$ cat src/rtl/ccsds_harness_pkg.sv
// Shared types and helpers for the ccsds123 stream harness.
//   - source FSM state encoding
//   - 16-bit Fibonacci LFSR taps (16,14,13,11) and step function
//   - 32-bit checksum slice fold and rotate-xor update
package ccsds_harness_pkg;

    typedef enum logic [1:0] {
        ST_IDLE   = 2'd0,
        ST_STREAM = 2'd1,
        ST_GAP    = 2'd2,
        ST_DRAIN  = 2'd3
    } src_state_e;

    // Taps 16,14,13,11 map to bits 15,13,12,10.
    localparam logic [15:0] LFSR_TAPS  = 16'hB400;
    localparam logic [15:0] LFSR_RESET = 16'h0001;

    // Output buses are zero-extended to this width before folding; wider buses are not supported.
    localparam int unsigned FOLD_MAX_BITS = 1024;

    function automatic logic [15:0] lfsr_step(input logic [15:0] s);
        return {s[14:0], ^(s & LFSR_TAPS)};
    endfunction

    // XOR of all 32-bit slices; zero padding slices do not change the result.
    function automatic logic [31:0] cs_fold(input logic [FOLD_MAX_BITS-1:0] data);
        logic [31:0] acc;
        acc = '0;
        for (int unsigned i = 0; i < FOLD_MAX_BITS / 32; i++) begin
            acc = acc ^ data[i*32 +: 32];
        end
        return acc;
    endfunction

    function automatic logic [31:0] cs_update(input logic [31:0] cs, input logic [31:0] fold);
        return {cs[30:0], cs[31]} ^ fold;
    endfunction

endpackage

$ cat src/rtl/ccsds_harness_prefetch.sv
// Two-entry memory-to-AXI-Stream skid FIFO with outstanding-read tracking.
//   fetch_ok_i    addresses remain and the source is streaming
//   present_ok_i  bubble gate: a new beat may be presented next cycle
//   issue_c_o     combinational read issue (memory data returns next cycle)
//   rdata_i       memory read data
//   tdata_o/tvalid_o/tready_i  AXI-Stream master side
//   pop_c_o       combinational handshake indication
module ccsds_harness_prefetch #(
    parameter int unsigned DATA_W = 64
) (
    input  logic              clk,
    input  logic              aresetn,
    input  logic              fetch_ok_i,
    input  logic              present_ok_i,
    output logic              issue_c_o,
    input  logic [DATA_W-1:0] rdata_i,
    output logic [DATA_W-1:0] tdata_o,
    output logic              tvalid_o,
    input  logic              tready_i,
    output logic              pop_c_o
);

    logic [1:0]        count_q, count_d;
    logic              rd_pend_q;
    logic [DATA_W-1:0] head_q, head_d;
    logic [DATA_W-1:0] tail_q, tail_d;
    logic              valid_q, valid_d;
    logic              push;

    // Credits count the entry leaving this cycle so back-to-back beats sustain full rate.
    always_comb begin
        pop_c_o   = valid_q & tready_i;
        push      = rd_pend_q;
        issue_c_o = fetch_ok_i &&
                    ((3'(count_q) + 3'(rd_pend_q) - 3'(pop_c_o)) < 3'd2);

        head_d  = head_q;
        tail_d  = tail_q;
        count_d = count_q;
        case ({push, pop_c_o})
            2'b10: begin
                if (count_q == 2'd0) head_d = rdata_i;
                else                 tail_d = rdata_i;
                count_d = count_q + 2'd1;
            end
            2'b01: begin
                head_d  = tail_q;
                count_d = count_q - 2'd1;
            end
            2'b11: begin
                if (count_q == 2'd1) begin
                    head_d = rdata_i;
                end else begin
                    head_d = tail_q;
                    tail_d = rdata_i;
                end
            end
            default: ;
        endcase

        // A presented beat holds until accepted; a bubble only delays a new beat.
        valid_d = (valid_q && !tready_i) || ((count_d != 2'd0) && present_ok_i);
    end

    always_ff @(posedge clk or negedge aresetn) begin
        if (!aresetn) begin
            count_q   <= '0;
            rd_pend_q <= 1'b0;
            head_q    <= '0;
            tail_q    <= '0;
            valid_q   <= 1'b0;
        end else begin
            count_q   <= count_d;
            rd_pend_q <= issue_c_o;
            head_q    <= head_d;
            tail_q    <= tail_d;
            valid_q   <= valid_d;
        end
    end

    assign tdata_o  = head_q;
    assign tvalid_o = valid_q;

endmodule

$ cat src/rtl/ccsds_stream_harness.sv
// On-chip stimulus/capture harness for ccsds123_top.
// Streams num_words beats from sample memory into the compressor num_iters times
// (optionally with LFSR bubbles), and signs each compressed image with a word
// count and rolling checksum.
//   start/num_words/num_iters/bubble_en/bubble_seed  run control, sampled at start
//   mem_en/mem_addr/mem_rdata                        sample memory (1-cycle read)
//   in_tdata/in_tvalid/in_tready                     compressor input stream
//   out_tdata/out_tvalid/out_tlast                   compressor output stream
//   busy/done/iter_done/iter_count/res_words/res_checksum  status and results
module ccsds_stream_harness
    import ccsds_harness_pkg::*;
#(
    parameter int unsigned PIPELINES  = 4,
    parameter int unsigned D          = 16,
    parameter int unsigned BUS_WIDTH  = 64,
    parameter int unsigned ADDR_WIDTH = 16,
    parameter int unsigned ITER_WIDTH = 8,
    parameter int unsigned GAP_CYCLES = 4
) (
    input  logic                   clk,
    input  logic                   aresetn,
    input  logic                   start,
    input  logic [ADDR_WIDTH-1:0]  num_words,
    input  logic [ITER_WIDTH-1:0]  num_iters,
    input  logic                   bubble_en,
    input  logic [15:0]            bubble_seed,
    output logic                   mem_en,
    output logic [ADDR_WIDTH-1:0]  mem_addr,
    input  logic [PIPELINES*D-1:0] mem_rdata,
    output logic [PIPELINES*D-1:0] in_tdata,
    output logic                   in_tvalid,
    input  logic                   in_tready,
    input  logic [BUS_WIDTH-1:0]   out_tdata,
    input  logic                   out_tvalid,
    input  logic                   out_tlast,
    output logic                   busy,
    output logic                   iter_done,
    output logic                   done,
    output logic [ITER_WIDTH-1:0]  iter_count,
    output logic [31:0]            res_words,
    output logic [31:0]            res_checksum
);

    localparam int unsigned DATA_W = PIPELINES * D;
    localparam int unsigned GAP_W  = (GAP_CYCLES > 1) ? $clog2(GAP_CYCLES) : 1;

    src_state_e            state_q, state_d;
    logic [ADDR_WIDTH-1:0] words_q, words_d;
    logic [ITER_WIDTH-1:0] iters_q, iters_d;
    logic                  bubble_q, bubble_d;
    logic [15:0]           lfsr_q, lfsr_d;
    logic [ADDR_WIDTH-1:0] addr_q, addr_d;
    logic [ADDR_WIDTH-1:0] hs_cnt_q, hs_cnt_d;
    logic [ITER_WIDTH-1:0] src_iter_q, src_iter_d;
    logic [GAP_W-1:0]      gap_cnt_q, gap_cnt_d;
    logic                  busy_q, done_q, done_d;
    logic                  start_run_c;

    logic                  fetch_ok_c, present_ok_c, issue_c, pop_c;

    logic [31:0]           word_cnt_q, cs_q, res_words_q, res_cs_q;
    logic [ITER_WIDTH-1:0] iter_count_q;
    logic                  iter_done_q;
    logic [31:0]           fold_c, cs_next_c, words_next_c;

    // Bubble LFSR: seeded at start, stepped every streaming cycle.
    always_comb begin
        lfsr_d = lfsr_q;
        if (state_q == ST_IDLE && start) begin
            lfsr_d = (bubble_seed == 16'h0000) ? LFSR_RESET : bubble_seed;
        end else if (state_q == ST_STREAM) begin
            lfsr_d = lfsr_step(lfsr_q);
        end
    end

    assign fetch_ok_c   = (state_q == ST_STREAM) && (addr_q != words_q);
    assign present_ok_c = !bubble_q || (lfsr_d[1:0] == 2'b00);

    ccsds_harness_prefetch #(
        .DATA_W (DATA_W)
    ) u_prefetch (
        .clk          (clk),
        .aresetn      (aresetn),
        .fetch_ok_i   (fetch_ok_c),
        .present_ok_i (present_ok_c),
        .issue_c_o    (issue_c),
        .rdata_i      (mem_rdata),
        .tdata_o      (in_tdata),
        .tvalid_o     (in_tvalid),
        .tready_i     (in_tready),
        .pop_c_o      (pop_c)
    );

    // Source FSM next-state logic.
    always_comb begin
        state_d     = state_q;
        words_d     = words_q;
        iters_d     = iters_q;
        bubble_d    = bubble_q;
        addr_d      = addr_q;
        hs_cnt_d    = hs_cnt_q;
        src_iter_d  = src_iter_q;
        gap_cnt_d   = gap_cnt_q;
        done_d      = 1'b0;
        start_run_c = 1'b0;
        case (state_q)
            ST_IDLE: begin
                if (start) begin
                    start_run_c = 1'b1;
                    words_d     = num_words;
                    bubble_d    = bubble_en;
                    addr_d      = '0;
                    hs_cnt_d    = '0;
                    src_iter_d  = '0;
                    // An empty run drains with a zero target so done follows immediately.
                    if (num_words == '0 || num_iters == '0) begin
                        iters_d = '0;
                        state_d = ST_DRAIN;
                    end else begin
                        iters_d = num_iters;
                        state_d = ST_STREAM;
                    end
                end
            end
            ST_STREAM: begin
                if (issue_c) addr_d = addr_q + ADDR_WIDTH'(1);
                if (pop_c) begin
                    hs_cnt_d = hs_cnt_q + ADDR_WIDTH'(1);
                    if (hs_cnt_q == words_q - ADDR_WIDTH'(1)) begin
                        state_d    = ST_GAP;
                        gap_cnt_d  = '0;
                        src_iter_d = src_iter_q + ITER_WIDTH'(1);
                    end
                end
            end
            ST_GAP: begin
                if (gap_cnt_q == GAP_W'(GAP_CYCLES - 1)) begin
                    if (src_iter_q == iters_q) begin
                        state_d = ST_DRAIN;
                    end else begin
                        state_d  = ST_STREAM;
                        addr_d   = '0;
                        hs_cnt_d = '0;
                    end
                end else begin
                    gap_cnt_d = gap_cnt_q + GAP_W'(1);
                end
            end
            ST_DRAIN: begin
                if (iter_count_q >= iters_q) begin
                    done_d  = 1'b1;
                    state_d = ST_IDLE;
                end
            end
            default: state_d = ST_IDLE;
        endcase
    end

    always_ff @(posedge clk or negedge aresetn) begin
        if (!aresetn) begin
            state_q    <= ST_IDLE;
            words_q    <= '0;
            iters_q    <= '0;
            bubble_q   <= 1'b0;
            lfsr_q     <= LFSR_RESET;
            addr_q     <= '0;
            hs_cnt_q   <= '0;
            src_iter_q <= '0;
            gap_cnt_q  <= '0;
            busy_q     <= 1'b0;
            done_q     <= 1'b0;
        end else begin
            state_q    <= state_d;
            words_q    <= words_d;
            iters_q    <= iters_d;
            bubble_q   <= bubble_d;
            lfsr_q     <= lfsr_d;
            addr_q     <= addr_d;
            hs_cnt_q   <= hs_cnt_d;
            src_iter_q <= src_iter_d;
            gap_cnt_q  <= gap_cnt_d;
            busy_q     <= (state_d != ST_IDLE);
            done_q     <= done_d;
        end
    end

    // Sink signature: running count/checksum per image, latched on tlast.
    assign fold_c       = cs_fold(FOLD_MAX_BITS'(out_tdata));
    assign cs_next_c    = cs_update(cs_q, fold_c);
    assign words_next_c = word_cnt_q + 32'd1;

    always_ff @(posedge clk or negedge aresetn) begin
        if (!aresetn) begin
            word_cnt_q   <= '0;
            cs_q         <= '0;
            res_words_q  <= '0;
            res_cs_q     <= '0;
            iter_count_q <= '0;
            iter_done_q  <= 1'b0;
        end else begin
            iter_done_q <= 1'b0;
            if (start_run_c) begin
                word_cnt_q   <= '0;
                cs_q         <= '0;
                res_words_q  <= '0;
                res_cs_q     <= '0;
                iter_count_q <= '0;
            end else if (busy_q && out_tvalid) begin
                if (out_tlast) begin
                    res_words_q <= words_next_c;
                    res_cs_q    <= cs_next_c;
                    word_cnt_q  <= '0;
                    cs_q        <= '0;
                    iter_done_q <= 1'b1;
                    if (iter_count_q != '1) iter_count_q <= iter_count_q + ITER_WIDTH'(1);
                end else begin
                    word_cnt_q <= words_next_c;
                    cs_q       <= cs_next_c;
                end
            end
        end
    end

    assign mem_en       = issue_c;
    assign mem_addr     = addr_q;
    assign busy         = busy_q;
    assign done         = done_q;
    assign iter_done    = iter_done_q;
    assign iter_count   = iter_count_q;
    assign res_words    = res_words_q;
    assign res_checksum = res_cs_q;

endmodule

$ cat config.mk
export PLATFORM = sky130hd
export DESIGN_NAME = ccsds_stream_harness
export DESIGN_NICKNAME = d
export VERILOG_FILES = /design/src/rtl/ccsds_harness_pkg.sv /design/src/rtl/ccsds_harness_prefetch.sv /design/src/rtl/ccsds_stream_harness.sv
export SDC_FILE = /design/constraint.sdc
export NUM_CORES = 1
export LEC_CHECK = 0
export BUFFER_PORTS_ARGS = -buffer_cell sky130_fd_sc_hd__clkbuf_2
export CORE_MARGIN = 2
export CORE_UTILIZATION = 60
export CTS_CLUSTER_SIZE = 8
export DETAILED_ROUTE_END_ITERATION = 12
export GPL_TIMING_DRIVEN = 0
export PLACE_DENSITY_LB_ADDON = 0.1
export SLEW_MARGIN = 10
export SYNTH_ARGS = -nofsm -noshare
export SYNTH_HDL_FRONTEND = slang
export SYNTH_SLANG_ARGS = --single-unit
$ cat constraint.sdc
create_clock -name clk -period 5.4 [get_ports clk]
set_input_delay 0.27 -clock clk [delete_from_list [all_inputs] [get_ports clk]]
set_output_delay 0.27 -clock clk [all_outputs]
set_load 0.005 [all_outputs]
# Yosys cells after proc, flatten, opt, wreduce, memory -nomap -nowiden
# Index checks and enable logic that the tools add are counted.
[totals]
memories = 0
output_inout_bits = 157
in_bits = 175
ramBits = 0
mem_bits_ro = 0
reg_bits = 356
latchBits = 0
elab_cells = 156
[op_classes]
add_sub_neg = 11
multipliers = 0
n_reduce_logical = 38
order_cmp = 2
shift = 0
n_bitwise = 3
div = 0
eq_ne = 22
n_mux = 57
[ops]
columns = ["cell", "count"]
rows = [
  ["32-bit 2-to-1 mux", 12],
  ["64-bit 2-to-1 mux", 4],
  ["64-bit case mux with 3 select lines", 1],
  ["16-bit 2-to-1 mux", 8],
  ["64-bit case mux with 2 select lines", 1],
  ["16-bit case mux with 3 select lines", 2],
  ["8-bit 2-to-1 mux", 8],
  ["32-bit XOR", 2],
  ["16-bit by 1-bit adder with 16-bit output (second input constant)", 2],
  ["32-bit by 1-bit adder with 32-bit output (second input constant)", 1],
  ["16-bit logical NOT", 2],
  ["2-bit 2-to-1 mux", 10],
  ["2-bit nonzero test", 9],
  ["8-bit by 1-bit adder with 8-bit output (second input constant)", 2],
  ["16-bit == test", 1],
  ["16-bit inequality test", 1],
  ["8-bit case mux with 2 select lines", 1],
  ["16-bit XOR reduction", 1],
  ["16-bit by 1-bit subtractor with 16-bit output (second input constant)", 1],
  ["2-bit inequality test (second input constant)", 7],
  ["2-bit == test (second input constant)", 5],
  ["5-bit AND reduction", 2],
  ["8-bit == test", 1],
  ["8-bit greater-or-equal comparator", 1],
  ["21 further kinds", 48],
]

# Logic depth before layout (Yosys ltp)
[depth]
depth_word = 7
depth_mapped = 12
ltp_nobuf = 11

# Hierarchy
# A second synthesis with hierarchy kept.
[unflattened]
cells_unflattened = 1772
area_unflattened_um2 = 17291.6
[by_module_without_submodules]
columns = ["module", "instances", "cells_each", "area_each_um2", "seq_area_each_um2"]
rows = [
  ["ccsds_stream_harness", 1, 1237, 11441.0, 5606.6],
  ["ccsds_harness_prefetch", 1, 535, 5850.6, 3303.2],
]

# Worst setup path before layout
# Ideal clock, no wire load.
[synth_timing]
path_type = "register -> register"
startpoint = "reg u_prefetch.valid_q, in the netlist u_prefetch.tvalid_o"
endpoint = "reg addr_q[13], in the netlist mem_addr[13]"
n_path_buf = 1
setup_ps = 78
required_time_ps = 5322
slack_ps = 2589
synth_period_minus_slack_ps = 2811
t_arrival_ps = 2733
path_stages_with_launch = 13
path_cell_list = "dfrtp_1 nand2_1 inv_1 ha_1 nand2b_1 fa_1 xnor2_1 nand3_1 nor2_1 o2111ai_1 clkbuf_1 or3_1 a21oi_1"
[synth_between]
elab_chain_cells = 6
[synth_rtl]
columns = ["item", "line", "rtl"]
rows = [
  ["start: declaration", "ccsds_harness_prefetch.sv:27", "logic valid_q, valid_d;"],
  ["start signal: assignment", "ccsds_harness_prefetch.sv:77", "valid_q <= valid_d;"],
  ["1-bit bitwise AND", "ccsds_harness_prefetch.sv:32", "pop_c_o = valid_q & tready_i;"],
  ["3-bit by 1-bit subtractor with 3-bit output", "ccsds_harness_prefetch.sv:35", "((3'(count_q) + 3'(rd_pend_q) - 3'(pop_c_o)) < 3'd2);"],
  ["3-bit by 2-bit less-than comparator with 1-bit output", "ccsds_harness_prefetch.sv:35", ""],
  ["1-bit logical AND", "ccsds_harness_prefetch.sv:34", "issue_c_o = fetch_ok_i &&"],
  ["named net mem_en", "ccsds_stream_harness.sv:27", "output logic mem_en,"],
  ["2-bit by 1-bit inequality test with 1-bit output (no line)", "--", ""],
  ["5-bit AND reduction (no line)", "--", ""],
  ["end signal: assignment", "ccsds_stream_harness.sv:178", "addr_q <= addr_d;"],
  ["end: declaration", "ccsds_stream_harness.sv:52", "logic [ADDR_WIDTH-1:0] addr_q, addr_d;"],
]
# The timed path passes the listed nets, and every way through them passes these cells.
# A chain may end at the register's enable or synchronous reset.

# Worst setup path in the final report
[layout_timing]
startpoint = "reg u_prefetch.valid_q, in the netlist u_prefetch.tvalid_o"
endpoint = "reg addr_q[9], in the netlist mem_addr[9]"
[layout_between]
elab_chain_cells = 6
[layout_rtl]
columns = ["item", "line"]
rows = [
  ["1-bit bitwise AND", "ccsds_harness_prefetch.sv:32"],
  ["3-bit by 1-bit subtractor with 3-bit output", "ccsds_harness_prefetch.sv:35"],
  ["3-bit by 2-bit less-than comparator with 1-bit output", "ccsds_harness_prefetch.sv:35"],
  ["1-bit logical AND", "ccsds_harness_prefetch.sv:34"],
  ["2-bit by 1-bit inequality test with 1-bit output (no line)", "--"],
  ["5-bit AND reduction (no line)", "--"],
]
# No other way between the ends.

==> out/summary.txt <==
Status -> finished clean
CTS tree -> yes
Most common cell in the netlist -> dfrtp_1
Power Density -> 493 nW/um^2
Area after DPL -> 19200 sq um
Avg Inst Size Synth -> 9.91 sq um
Switching pwr -> 3.79 mW
Reg power frac -> 0.394
Fin crit period -> 3.40 ns
Met3 Use GR -> 0.0819
Max Freq -> 294 MHz
Grt met1 use -> 0.416
Drt initial violations -> 1164
Half-perimeter wire length after detailed placement -> 32.9 mm
Syn_nets -> 1915
Critical R2R Capture -> mem_addr[9]
Largest net degree at the start of global routing -> 104
Max IR drop VDD -> 0.302 mV
P_int -> 6.87 mW
Req. time, crit path -> 5.87 ns
Vias per cell -> 5.88
Main flop type after synthesis -> dfrtp_1
Clock power share -> 0.263
Async set-reset flop share out of synthesis -> 1.00
# setup viols final -> 0
Yosys top cell by area -> dfrtp_1
Die Ht -> 172 um
Final period util -> 0.630
Clock-pin slew on the worst setup and hold paths -> 0.05 ns
First-pass GRT wire length -> 77.7 mm
Yosys warns -> 0
Final Slew Violations -> 0
Relative slew slack -> 0.196
Nets -> 2404
Residual DRC -> 0
R2R setup slack -> 2.00 ns
Drt first pass iters -> 5
Total Power -> 10.7 mW
Combinational Power Share -> 0.343
Measured slew at the worst slew-check pin -> 1.20 ns
Final hold violation count -> 0
Count of cell types in the netlist -> 59
Non-Filler Instances -> 2599
Setup tns final -> 0 ns
Switching part of the total -> 0.356
Leak pwr -> 9.99 nW
Hold Crit Depth -> 3
CTS root buf -> clkbuf_16
Row cnt -> 61
Commonest cells post-synth -> dfrtp_1, nand2_1, o21ai_0
Seq/Total Area, Yosys -> 0.523
Clk buf depth -> 3
Vias post-DR -> 15300
IO Port Bufs -> 331
Worst EP arrival -> 3.88 ns
Top cells by area, synth -> dfrtp_1, nand2_1, xnor2_1
CTS sink count -> 356
Die area -> 29700 sq um
Seq cells post-synth -> 356
Worst Skew -> 0.0205 ns
Post-route worst setup slack -> 2.00 ns
Cts bufs inserted -> 50
Drt wl/cell -> 19.2 um
Top cell type's share of synthesized area -> 0.522
Clk_lat worst skew -> 0.56 ns
Crit Path Class -> register to register
R2R depth -> 12
Initial antenna violation count -> 2
Post-route ant nets -> 0
Syn Inst Count -> 1718
DP Worst Slack -> 2.07 ns
MaxCap Viol Count -> 0
Post-synth EDFFs -> 0
Top-Level Pins -> 332
Hold WS -> 0.0173 ns
Crit path max fanout -> 10
Worst hold start -> bubble_seed[1]
R2R Path Start -> u_prefetch.tvalid_o
Post-layout util -> 0.776
H-Tree Depth -> 2
Final WL -> 49.9 mm
Worst Setup End Kind -> register
Cell area after layout -> 21600 sq um
Busiest grt layer -> met2
Core box area -> 27900 sq um
Met2 Usage GRT -> 0.550
GRT Residual Overflow -> 0
Endpoint, Worst Hold -> lfsr_q[1]
Initial Util -> 0.611
RSZ-0062 raised after global routing -> false
Layout cells sized above 1 -> 0.210
Routability congestion estimate -> 0.922
Die width -> 172 um
Total track usage -> 0.333
Synth Cell Area -> 17000 sq um
Hold Path Class -> primary input to register
Vias in the first global route -> 15000
Post-CTS Setup Repair Bufs -> 0
Worst setup SP type -> register
Synthesis-to-layout area growth -> 27.1%
Dpl cells -> 2430
## worst max path at each step
stage	slack, ns	to	start	cells past startpoint
5_1_grt	1.84	mem_addr[13]	u_prefetch.tvalid_o	12
4_1_cts	2.05	mem_addr[11]	u_prefetch.tvalid_o	12
2_1_floorplan	2.59	mem_addr[13]	u_prefetch.tvalid_o	12
3_5_place_dp	2.07	mem_addr[11]	u_prefetch.tvalid_o	12
3_3_place_gp	-3.68	res_checksum[13]	aresetn	1
6_report	2.00	mem_addr[9]	u_prefetch.tvalid_o	12
## repair_timing
action / CTS / global route
endpoints found under the hold margin: 181 / 0
hold buffers: 103 / 0
gates resized for setup: 0 / 0
## critical path: stages, from the launching register on
cell and delay, ns:
dfrtp_1 0.41, nand2_1 0.10, inv_1 0.09, ha_1 0.27, nand2b_1 0.15, fa_1 0.39, xnor2_1 0.14, nand3_1 0.08
nor2_1 0.56, o2111ai_1 0.33, clkbuf_1 0.29, or3_1 0.36, a21oi_1 0.15
## sequential cells by signal, summed over array words and instances (netlist names)
name                 cells
hs_cnt_q                16
word_cnt_q              32
iter_count               8
u_prefetch.push          1
u_prefetch.tail_q       64
state_q                  2
bubble_q                 1
mem_addr                16
src_iter_q               8
res_words               32
lfsr_q                  16
done                     1
iter_done                1
words_q                 16
u_prefetch.tvalid_o      1
iters_q                  8
gap_cnt_q                2
res_checksum            32
cs_q                    32
u_prefetch.tdata_o      64
u_prefetch.count_q       2
busy                     1
## final cells by class
cell class	count	area, sq um
timing repair buffer	437	2780
inverter	33	124
fill	1835	6230
multi-input combinational	1221	7560
buffer	108	430
clock buffer	61	1310
tap	378	473
antenna	2	5.00
sequential	356	8910
clock inverter	3	33.8
## power groups by stage
stage	Combinational [mW]	Sequential, mW	Clock, mW
floorplan	2.31	4.07	0
global placement	3.37	4.14	0
detailed placement	3.49	4.17	0
CTS	3.58	4.15	2.82
global route	4.08	4.28	2.95
finish	3.66	4.19	2.80
## cell families after synthesis
kind of cell,count (synthesis),share of synthesized area
and+or+nand+nor,553,0.148
AOI/OAI and AO/OA,409,0.147
DFF,356,0.523
xor gates and xnor gates,162,0.0834
buffers and inverters,141,0.0326
muxes,75,0.0490
adders and majority gates,22,0.0166
## cell usage in the layout, fill, tap and decap left out, types with 3 or more instances in the layout
cell type	instances
a21oi_1	76
nand4_1	19
buf_1	8
clkbuf_2	330
nor2_1	144
xor2_1	65
a22oi_1	69
mux2_2	66
nand2_1	238
inv_1	33
o21ai_0	165
clkbuf_16	51
and3_1	24
and4_1	3
clkbuf_1	105
ha_1	21
a21o_1	8
a211oi_1	23
xnor2_1	97
a221o_1	10
or3_1	18
o22ai_1	8
o31ai_1	19
nor4_1	21
nor2b_1	3
buf_16	3
buf_6	3
or4_1	6
and2_1	5
nand2b_1	7
nor3_1	14
mux2i_1	9
a31oi_1	5
dfrtp_1	355
nand3_1	38
dlygate4sd3_1	103
a22o_1	10
## layer usage
layer  vias to the layer above  wire [um]
met4                         0       2230
li1                       6979          -
met3                       192       3960
met1                      7439      19400
met5                         -          0
met2                       682      24300
Power figures use the tool's default switching activity.
